**src/rtl/vga_pkg.sv**
```systemverilog
// Shared VGA bus widths, active-area defaults and motion direction type.
package vga_pkg;

   localparam int unsigned H_ACTIVE = 800;
   localparam int unsigned V_ACTIVE = 600;
   localparam int unsigned CNT_W    = 11;
   localparam int unsigned RGB_W    = 12;
   localparam int unsigned BND_W    = 12;

   typedef enum logic {
      MOVE_POS = 1'b0,
      MOVE_NEG = 1'b1
   } dir_t;

   typedef struct packed {
      logic [CNT_W-1:0] hcount;
      logic             hsync;
      logic             hblnk;
      logic [CNT_W-1:0] vcount;
      logic             vsync;
      logic             vblnk;
      logic [RGB_W-1:0] rgb;
   } vga_sig_t;

endpackage

```
**src/rtl/vga_if.sv**
```systemverilog
// VGA bus between drawing stages: timing counters, sync/blank flags and colour.
interface vga_if;
   import vga_pkg::*;

   logic [CNT_W-1:0] hcount;
   logic             hsync;
   logic             hblnk;
   logic [CNT_W-1:0] vcount;
   logic             vsync;
   logic             vblnk;
   logic [RGB_W-1:0] rgb;

   modport in  (input  hcount, hsync, hblnk, vcount, vsync, vblnk, rgb);
   modport out (output hcount, hsync, hblnk, vcount, vsync, vblnk, rgb);
endinterface

```
**src/rtl/rect_motion.sv**
```systemverilog
// Per-frame rectangle motion: vblank-edge tick, two-axis bounce FSM, bounce pulse.
module rect_motion
   import vga_pkg::*;
#(
   parameter int unsigned H_ACT  = H_ACTIVE,
   parameter int unsigned V_ACT  = V_ACTIVE,
   parameter int unsigned RECT_W = 64,
   parameter int unsigned RECT_H = 48,
   parameter int unsigned X_INIT = 100,
   parameter int unsigned Y_INIT = 50,
   parameter int unsigned SPEED  = 4
) (
   input  logic             clk,
   input  logic             rst_n,
   input  logic             i_vblnk,
   input  logic             i_enable,
   output logic             o_bounce,
   output logic [CNT_W-1:0] o_pos_x,
   output logic [CNT_W-1:0] o_pos_y
);

   if ((X_INIT + RECT_W > H_ACT) || (Y_INIT + RECT_H > V_ACT)) begin : g_illegal
      $fatal(1, "rect_motion: initial rectangle does not fit the active area");
   end

   localparam int unsigned X_MAX = H_ACT - RECT_W;
   localparam int unsigned Y_MAX = V_ACT - RECT_H;

   logic             r_vblnk_prev;
   logic             r_bounce;
   dir_t             r_dir_x;
   dir_t             r_dir_y;
   logic [CNT_W-1:0] r_pos_x;
   logic [CNT_W-1:0] r_pos_y;

   logic             w_step;
   logic [BND_W-1:0] w_px;
   logic [BND_W-1:0] w_py;
   logic             w_x_over;
   logic             w_x_under;
   logic             w_y_over;
   logic             w_y_under;
   logic             w_x_refl;
   logic             w_y_refl;

   // Reflection conditions evaluated 12 bits wide so the far-edge sum cannot wrap
   assign w_step    = i_vblnk & ~r_vblnk_prev & i_enable;
   assign w_px      = BND_W'(r_pos_x);
   assign w_py      = BND_W'(r_pos_y);
   assign w_x_over  = (w_px + BND_W'(SPEED) + BND_W'(RECT_W)) > BND_W'(H_ACT);
   assign w_x_under = w_px < BND_W'(SPEED);
   assign w_y_over  = (w_py + BND_W'(SPEED) + BND_W'(RECT_H)) > BND_W'(V_ACT);
   assign w_y_under = w_py < BND_W'(SPEED);
   assign w_x_refl  = (r_dir_x == MOVE_POS) ? w_x_over : w_x_under;
   assign w_y_refl  = (r_dir_y == MOVE_POS) ? w_y_over : w_y_under;

   // Position/direction FSM; registers move only on an enabled vblank rising edge
   always_ff @(posedge clk or negedge rst_n) begin
      if (!rst_n) begin
         r_vblnk_prev <= 1'b1;
         r_bounce     <= 1'b0;
         r_dir_x      <= MOVE_POS;
         r_dir_y      <= MOVE_POS;
         r_pos_x      <= CNT_W'(X_INIT);
         r_pos_y      <= CNT_W'(Y_INIT);
      end else begin
         r_vblnk_prev <= i_vblnk;
         r_bounce     <= w_step & (w_x_refl | w_y_refl);
         if (w_step) begin
            case (r_dir_x)
               MOVE_POS: begin
                  if (w_x_over) begin
                     r_pos_x <= CNT_W'(X_MAX);
                     r_dir_x <= MOVE_NEG;
                  end else begin
                     r_pos_x <= r_pos_x + CNT_W'(SPEED);
                  end
               end
               MOVE_NEG: begin
                  if (w_x_under) begin
                     r_pos_x <= '0;
                     r_dir_x <= MOVE_POS;
                  end else begin
                     r_pos_x <= r_pos_x - CNT_W'(SPEED);
                  end
               end
               default: r_dir_x <= MOVE_POS;
            endcase
            case (r_dir_y)
               MOVE_POS: begin
                  if (w_y_over) begin
                     r_pos_y <= CNT_W'(Y_MAX);
                     r_dir_y <= MOVE_NEG;
                  end else begin
                     r_pos_y <= r_pos_y + CNT_W'(SPEED);
                  end
               end
               MOVE_NEG: begin
                  if (w_y_under) begin
                     r_pos_y <= '0;
                     r_dir_y <= MOVE_POS;
                  end else begin
                     r_pos_y <= r_pos_y - CNT_W'(SPEED);
                  end
               end
               default: r_dir_y <= MOVE_POS;
            endcase
         end
      end
   end

   assign o_bounce = r_bounce;
   assign o_pos_x  = r_pos_x;
   assign o_pos_y  = r_pos_y;

endmodule

```
**src/rtl/draw_rect_bounce.sv**
```systemverilog
// Two-stage VGA overlay stage drawing a self-moving, edge-bouncing solid rectangle.
module draw_rect_bounce
   import vga_pkg::*;
#(
   parameter int unsigned      H_ACTIVE   = vga_pkg::H_ACTIVE,
   parameter int unsigned      V_ACTIVE   = vga_pkg::V_ACTIVE,
   parameter int unsigned      RECT_W     = 64,
   parameter int unsigned      RECT_H     = 48,
   parameter logic [RGB_W-1:0] RECT_COLOR = 12'hF80,
   parameter int unsigned      X_INIT     = 100,
   parameter int unsigned      Y_INIT     = 50,
   parameter int unsigned      SPEED      = 4
) (
   input  logic             clk,
   input  logic             rst_n,
   vga_if.in                in,
   vga_if.out               out,
   input  logic             enable,
   output logic             bounce,
   output logic [CNT_W-1:0] pos_x,
   output logic [CNT_W-1:0] pos_y
);

   logic [CNT_W-1:0] w_pos_x;
   logic [CNT_W-1:0] w_pos_y;
   logic [BND_W-1:0] w_hc;
   logic [BND_W-1:0] w_vc;
   logic [BND_W-1:0] w_x0;
   logic [BND_W-1:0] w_x1;
   logic [BND_W-1:0] w_y0;
   logic [BND_W-1:0] w_y1;
   logic             w_hit;
   vga_sig_t         w_s1;
   vga_sig_t         w_s2;
   vga_sig_t         r_s1;
   vga_sig_t         r_s2;
   logic             r_hit;

   rect_motion #(
      .H_ACT  (H_ACTIVE),
      .V_ACT  (V_ACTIVE),
      .RECT_W (RECT_W),
      .RECT_H (RECT_H),
      .X_INIT (X_INIT),
      .Y_INIT (Y_INIT),
      .SPEED  (SPEED)
   ) u_motion (
      .clk      (clk),
      .rst_n    (rst_n),
      .i_vblnk  (in.vblnk),
      .i_enable (enable),
      .o_bounce (bounce),
      .o_pos_x  (w_pos_x),
      .o_pos_y  (w_pos_y)
   );

   // Rectangle membership of the incoming pixel, only inside the active area
   assign w_hc  = BND_W'(in.hcount);
   assign w_vc  = BND_W'(in.vcount);
   assign w_x0  = BND_W'(w_pos_x);
   assign w_y0  = BND_W'(w_pos_y);
   assign w_x1  = w_x0 + BND_W'(RECT_W);
   assign w_y1  = w_y0 + BND_W'(RECT_H);
   assign w_hit = (w_hc >= w_x0) & (w_hc < w_x1) & (w_vc >= w_y0) & (w_vc < w_y1)
                & ~in.hblnk & ~in.vblnk;

   assign w_s1 = '{hcount: in.hcount, hsync: in.hsync, hblnk: in.hblnk,
                   vcount: in.vcount, vsync: in.vsync, vblnk: in.vblnk, rgb: in.rgb};

   // Second stage keeps timing, substitutes fill colour on a hit
   always_comb begin
      w_s2     = r_s1;
      w_s2.rgb = r_hit ? RECT_COLOR : r_s1.rgb;
   end

   // Two-deep pixel pipeline
   always_ff @(posedge clk or negedge rst_n) begin
      if (!rst_n) begin
         r_s1  <= '0;
         r_hit <= 1'b0;
         r_s2  <= '0;
      end else begin
         r_s1  <= w_s1;
         r_hit <= w_hit;
         r_s2  <= w_s2;
      end
   end

   assign out.hcount = r_s2.hcount;
   assign out.hsync  = r_s2.hsync;
   assign out.hblnk  = r_s2.hblnk;
   assign out.vcount = r_s2.vcount;
   assign out.vsync  = r_s2.vsync;
   assign out.vblnk  = r_s2.vblnk;
   assign out.rgb    = r_s2.rgb;
   assign pos_x      = w_pos_x;
   assign pos_y      = w_pos_y;

endmodule

```
**src/flat_wrapper.sv**
```systemverilog
// flat-port wrapper written by rule: the top's interface ports become plain ports
module draw_rect_bounce_flat import vga_pkg::*;
#(
   parameter int unsigned      H_ACTIVE   = vga_pkg::H_ACTIVE,
   parameter int unsigned      V_ACTIVE   = vga_pkg::V_ACTIVE,
   parameter int unsigned      RECT_W     = 64,
   parameter int unsigned      RECT_H     = 48,
   parameter logic [RGB_W-1:0] RECT_COLOR = 12'hF80,
   parameter int unsigned      X_INIT     = 100,
   parameter int unsigned      Y_INIT     = 50,
   parameter int unsigned      SPEED      = 4
)
  (clk, rst_n, enable, bounce, pos_x, pos_y, in_hcount, in_hsync, in_hblnk, in_vcount, in_vsync, in_vblnk, in_rgb, out_hcount, out_hsync, out_hblnk, out_vcount, out_vsync, out_vblnk, out_rgb);
  vga_if in_i ();
  vga_if out_i ();
  input  logic clk;
  input  logic rst_n;
  input  logic enable;
  output logic bounce;
  output logic [CNT_W-1:0] pos_x;
  output logic [CNT_W-1:0] pos_y;
  input wire logic [$bits(in_i.hcount)-1:0] in_hcount;
  input wire logic [$bits(in_i.hsync)-1:0] in_hsync;
  input wire logic [$bits(in_i.hblnk)-1:0] in_hblnk;
  input wire logic [$bits(in_i.vcount)-1:0] in_vcount;
  input wire logic [$bits(in_i.vsync)-1:0] in_vsync;
  input wire logic [$bits(in_i.vblnk)-1:0] in_vblnk;
  input wire logic [$bits(in_i.rgb)-1:0] in_rgb;
  output wire logic [$bits(out_i.hcount)-1:0] out_hcount;
  output wire logic [$bits(out_i.hsync)-1:0] out_hsync;
  output wire logic [$bits(out_i.hblnk)-1:0] out_hblnk;
  output wire logic [$bits(out_i.vcount)-1:0] out_vcount;
  output wire logic [$bits(out_i.vsync)-1:0] out_vsync;
  output wire logic [$bits(out_i.vblnk)-1:0] out_vblnk;
  output wire logic [$bits(out_i.rgb)-1:0] out_rgb;
  assign in_i.hcount = in_hcount;
  assign in_i.hsync = in_hsync;
  assign in_i.hblnk = in_hblnk;
  assign in_i.vcount = in_vcount;
  assign in_i.vsync = in_vsync;
  assign in_i.vblnk = in_vblnk;
  assign in_i.rgb = in_rgb;
  assign out_hcount = out_i.hcount;
  assign out_hsync = out_i.hsync;
  assign out_hblnk = out_i.hblnk;
  assign out_vcount = out_i.vcount;
  assign out_vsync = out_i.vsync;
  assign out_vblnk = out_i.vblnk;
  assign out_rgb = out_i.rgb;
  draw_rect_bounce #(.H_ACTIVE(H_ACTIVE), .V_ACTIVE(V_ACTIVE), .RECT_W(RECT_W), .RECT_H(RECT_H), .RECT_COLOR(RECT_COLOR), .X_INIT(X_INIT), .Y_INIT(Y_INIT), .SPEED(SPEED)) u_core (.clk(clk), .rst_n(rst_n), .in(in_i), .out(out_i), .enable(enable), .bounce(bounce), .pos_x(pos_x), .pos_y(pos_y));
endmodule
```
**config.mk**
```make
export PLATFORM = sky130hd
export DESIGN_NAME = draw_rect_bounce_flat
export DESIGN_NICKNAME = d
export VERILOG_FILES = /design/src/rtl/vga_pkg.sv /design/src/rtl/vga_if.sv /design/src/rtl/rect_motion.sv /design/src/rtl/draw_rect_bounce.sv /design/src/flat_wrapper.sv
export SDC_FILE = /design/constraint.sdc
export NUM_CORES = 1
export LEC_CHECK = 0
export CAP_MARGIN = 25
export CORE_MARGIN = 2
export CORE_UTILIZATION = 55
export DETAILED_ROUTE_END_ITERATION = 8
export GPL_TIMING_DRIVEN = 0
export PLACE_DENSITY = 0.92
export SYNTH_ARGS = -nofsm -noshare
export SYNTH_HDL_FRONTEND = slang
export SYNTH_SLANG_ARGS = --single-unit
```
**constraint.sdc**
```tcl
create_clock -name clk -period 4.5 [get_ports clk]
set_input_delay 0.45 -clock clk [delete_from_list [all_inputs] [get_ports clk]]
set_output_delay 0.45 -clock clk [all_outputs]
set_load 0.02 [all_outputs]
```
==> results.tsv <==
stage	metric	value	unit
run_status	run status	completed	
clock_network	# clock sinks	100	
yosys	number of cells produced by synthesis	461	
timing	RSZ-0062 raised after global routing	no	
worst_setup_path	CP Launch Type	flop	
pwr	PnR Total Power	3.167	mW
routing	vias per inst	6.047	
floorplan	Die X	99.17	um
yosys	number of flops mapped to enable cells by yosys	0	
clock_network	clock latency on the worst-skew pair	370	ps
hold_path	Min-Delay Path Class	flop to flop	
placement	dpl hpwl	9.446	mm
cells_and_area	layout cells sized above 1	0.1090	
clock_network	TritonCTS Buffers	9	
yosys	post-synth top area cell	dfrtp_1	
floorplan	Initial Utilization	0.5684	
yosys	most common cell in the netlist	dfrtp_1	
grt	grt total ovfl	0	
worst_setup_path	Crit Path Class	flop to flop	
timing	Slew @ Worst Pin	601.1	ps
yosys	Post-Syn Area	0.004981	mm^2
timing	final setup fails	0	
pwr	Peak VDD IR	0.0002661	V
timing	final hold violations	0	
grt	first-pass GRT wire length	20.82	mm
routing	vias post-DR	4148	
routing	WL final	12.81	mm
cells_and_area	P&R area growth vs syn	26.90	%
yosys	#FFs+latches synth	100	
grt	total global-route track usage	0.2671	
clock_network	# H-tree levels	3	
cells_and_area	Post-layout nets	657	
yosys	Top FF cell, synth	dfrtp_1	
placement	placed inst area	0.006130	mm^2
cells_and_area	final core utilization	0.7213	
yosys	share of the synthesized area in the top cell type	0.4672	
clock_network	CTS tree	yes	
routing	Pre-antenna DRT Iters	6	
routing	Routed wire per std cell	18.67	um
worst_setup_path	maximum net fanout on the critical path	10	
yosys	synth top area cells	dfrtp_1, ha_1, dfstp_2	
timing	fin crit share	0.7548	
clock_network	clock slew at reported path FFs	110	ps
floorplan	die height	99.17	um
flow_run	maxcap violations	0	
cells_and_area	antenna diode count	0	
yosys	Post-synth ARST share	1.000	
yosys	syn_area_per_cell	10.80	um^2
worst_setup_path	Worst Setup End Kind	flop	
pwr	Pleak	2.722	nW
timing	Worst Skew	11.90	ps
routing	Starting DRT DRC Count	363	
yosys	synth warn	0	
floorplan	IO Count	102	
routing	Post-DRT Antenna Nets	0	
worst_setup_path	CP Cell Sequence	clkbuf_1 -> inv_1 -> ha_1 -> clkbuf_1 -> nor2_1 -> xnor2_1 -> ha_1 -> nand3_1 -> o22ai_1 -> nor4_1 -> o41a_1 -> o221ai_1 -> a2111oi_0	
pwr	sequential power share	0.343	
timing	f_max	294.4	MHz
pwr	P_sw	1.306	mW
pwr	Clock power frac	0.175	
pwr	Pwr Density	501.1	mW/mm^2
floorplan	Core Region	0.008763	mm^2
timing	slew margin rel.	0.5979	
timing	fin crit period	3396	ps
worst_setup_path	Worst EP arrival	3630	ps
clock_network	CTS max path bufs	2	
yosys	most frequent cells after synthesis	dfrtp_1, ha_1, nor2_1	
grt	antenna violations before repair	0	
pwr	Sw Ratio	0.4124	
pwr	combinational share of power	0.482	
timing	Min Hold Slack	348.6	ps
worst_setup_path	CP required	4730	ps
worst_setup_path	r2r setup slk	1100	ps
timing	setup_tns	0	ps
yosys	sequential share of the synthesized area	0.5041	
cells_and_area	design area	0.006321	mm^2
grt	largest net degree at the start of global routing	80	
grt	vias in the first global route	4104	
placement	port bufs	98	
clock_network	Root Buffer	clkbuf_8	
worst_setup_path	Slowest cell on crit path	dfstp_2	
worst_setup_path	Max stage delay on crit path	610	ps
routing	residual DRC count	0	
floorplan	die area	0.009834	mm^2
floorplan	# rows	34	
yosys	Yosys cell types	66	
timing	max-slew violation count	0	
pwr	Cell Int Power	1.861	mW
placement	gp weighted congestion	0.9282	
[power groups by stage]
stage / clock network, mW / registers, mW / logic [mW]
3_5_place_dp: 0 / 1.11 / 1.49
2_1_floorplan: 0 / 1.19 / 0.917
4_1_cts: 0.561 / 1.09 / 1.50
5_1_grt: 0.600 / 1.10 / 1.68
3_3_place_gp: 0 / 1.10 / 1.44
6_report: 0.553 / 1.09 / 1.53
[placed cells by master, fill, tap and decap left out, drive strengths merged, types with 3 or more instances in the layout]
master / netlist / layout
clkdlybuf4s50: 0 / 97
dfrtp: 93 / 93
ha: 42 / 42
nor2: 33 / 33
inv: 23 / 27
o21ai: 26 / 26
a21oi: 24 / 24
clkbuf: 13 / 22
buf: 19 / 21
nand3: 14 / 14
nor2b: 13 / 13
nand2: 12 / 12
nor3: 12 / 12
xnor2: 10 / 10
o22ai: 10 / 10
a31oi: 8 / 8
nand4: 8 / 8
or2: 7 / 7
dfstp: 7 / 7
a2111oi: 7 / 7
a22oi: 5 / 5
a211oi: 5 / 5
and3: 4 / 4
nor4: 4 / 4
a41oi: 4 / 4
o21a: 4 / 4
or4: 4 / 4
o211ai: 3 / 3
a32oi: 3 / 3
a211o: 3 / 3
conb: 1 / 3
o31ai: 3 / 3
a21o: 3 / 3
or3: 3 / 3
[routing by layer]
layer	wire length, um	up-vias	track usage
li1	-	1908	-
met1	5359	2008	0.3599
met2	6291	210	0.4387
met3	875	22	0.04568
met4	284	0	0.09694
met5	0	-	0
[state kept, by name, summed over array words and instances (netlist names)]
register and count:
u_core.out.hcount 11, u_core.u_motion.r_dir_y 1, u_core.out.hblnk 1, u_core.out.vblnk 1, u_core.u_motion.o_pos_x 9, u_core.out.vsync 1, u_core.r_hit 1, u_core.out.vcount 11
u_core.out.rgb 12, u_core.u_motion.r_vblnk_prev 1, u_core.u_motion.o_pos_y 10, u_core.u_motion.r_dir_x 1, u_core.u_motion.o_bounce 1, u_core.out.hsync 1, u_core.r_s1 38
[metrics by stage]
step / worst slack, ps / std cells
CTS: 1117 / 686
finish: 1104 / 686
detailed placement: 1172 / 670
global placement: -385.0 / 669
global route: 735.2 / 686
floorplan: 1600 / 463
[layout make-up]
cell class / instances / area, um^2
timing repair buffer: 100 / 1016
inverter: 23 / 86.33
sequential: 100 / 2511
fill: 605 / 2442
multi-input combinational: 308 / 2202
clock inverter: 6 / 57.56
buffer: 32 / 188.9
tap: 108 / 135.1
clock buffer: 9 / 123.9
[logic make-up after synthesis]
group	after synthesis	share of synthesized area
buffers and inverters	55	0.05526
DFF	100	0.5041
adders and majority gates	42	0.1055
other	1	0.0007529
and+or+nand+nor	122	0.1281
muxes	3	0.006531
xor gates and xnor gates	11	0.01934
AOI/OAI and AO/OA	127	0.1804
[timing repair]
item	4_1_cts	5_1_grt
endpoints found under the hold margin	18	0
endpoints found under the setup margin	0	0
hold buffers	1	0
resized for setup	0	0
setup buffers	0	0
[final timing paths]
path                                       startpoint                          to  cells after the start
setup / recovery           u_core.u_motion.o_pos_y[4]                u_core.r_hit                     13
hold / removal                        u_core.r_s1[26]            u_core.out.hsync                      0
setup reg to reg           u_core.u_motion.o_pos_y[4]                u_core.r_hit                     13
hold reg to reg                       u_core.r_s1[26]            u_core.out.hsync                      0
max in group asynchronous                       rst_n  u_core.u_motion.o_pos_x[2]                      3
min in group asynchronous                       rst_n             u_core.r_s1[19]                      2
[critical path: cells and delay by family, from the launching register on]
family	cells	cell delay (ps)
AOI/OAI and AO/OA	4	810
and+or+nand+nor	3	490
adders and majority gates	2	490
buffers and inverters	3	720
xor gates and xnor gates	1	130
DFF	1	610
Note: power is estimated with default switching activity, not from simulation.
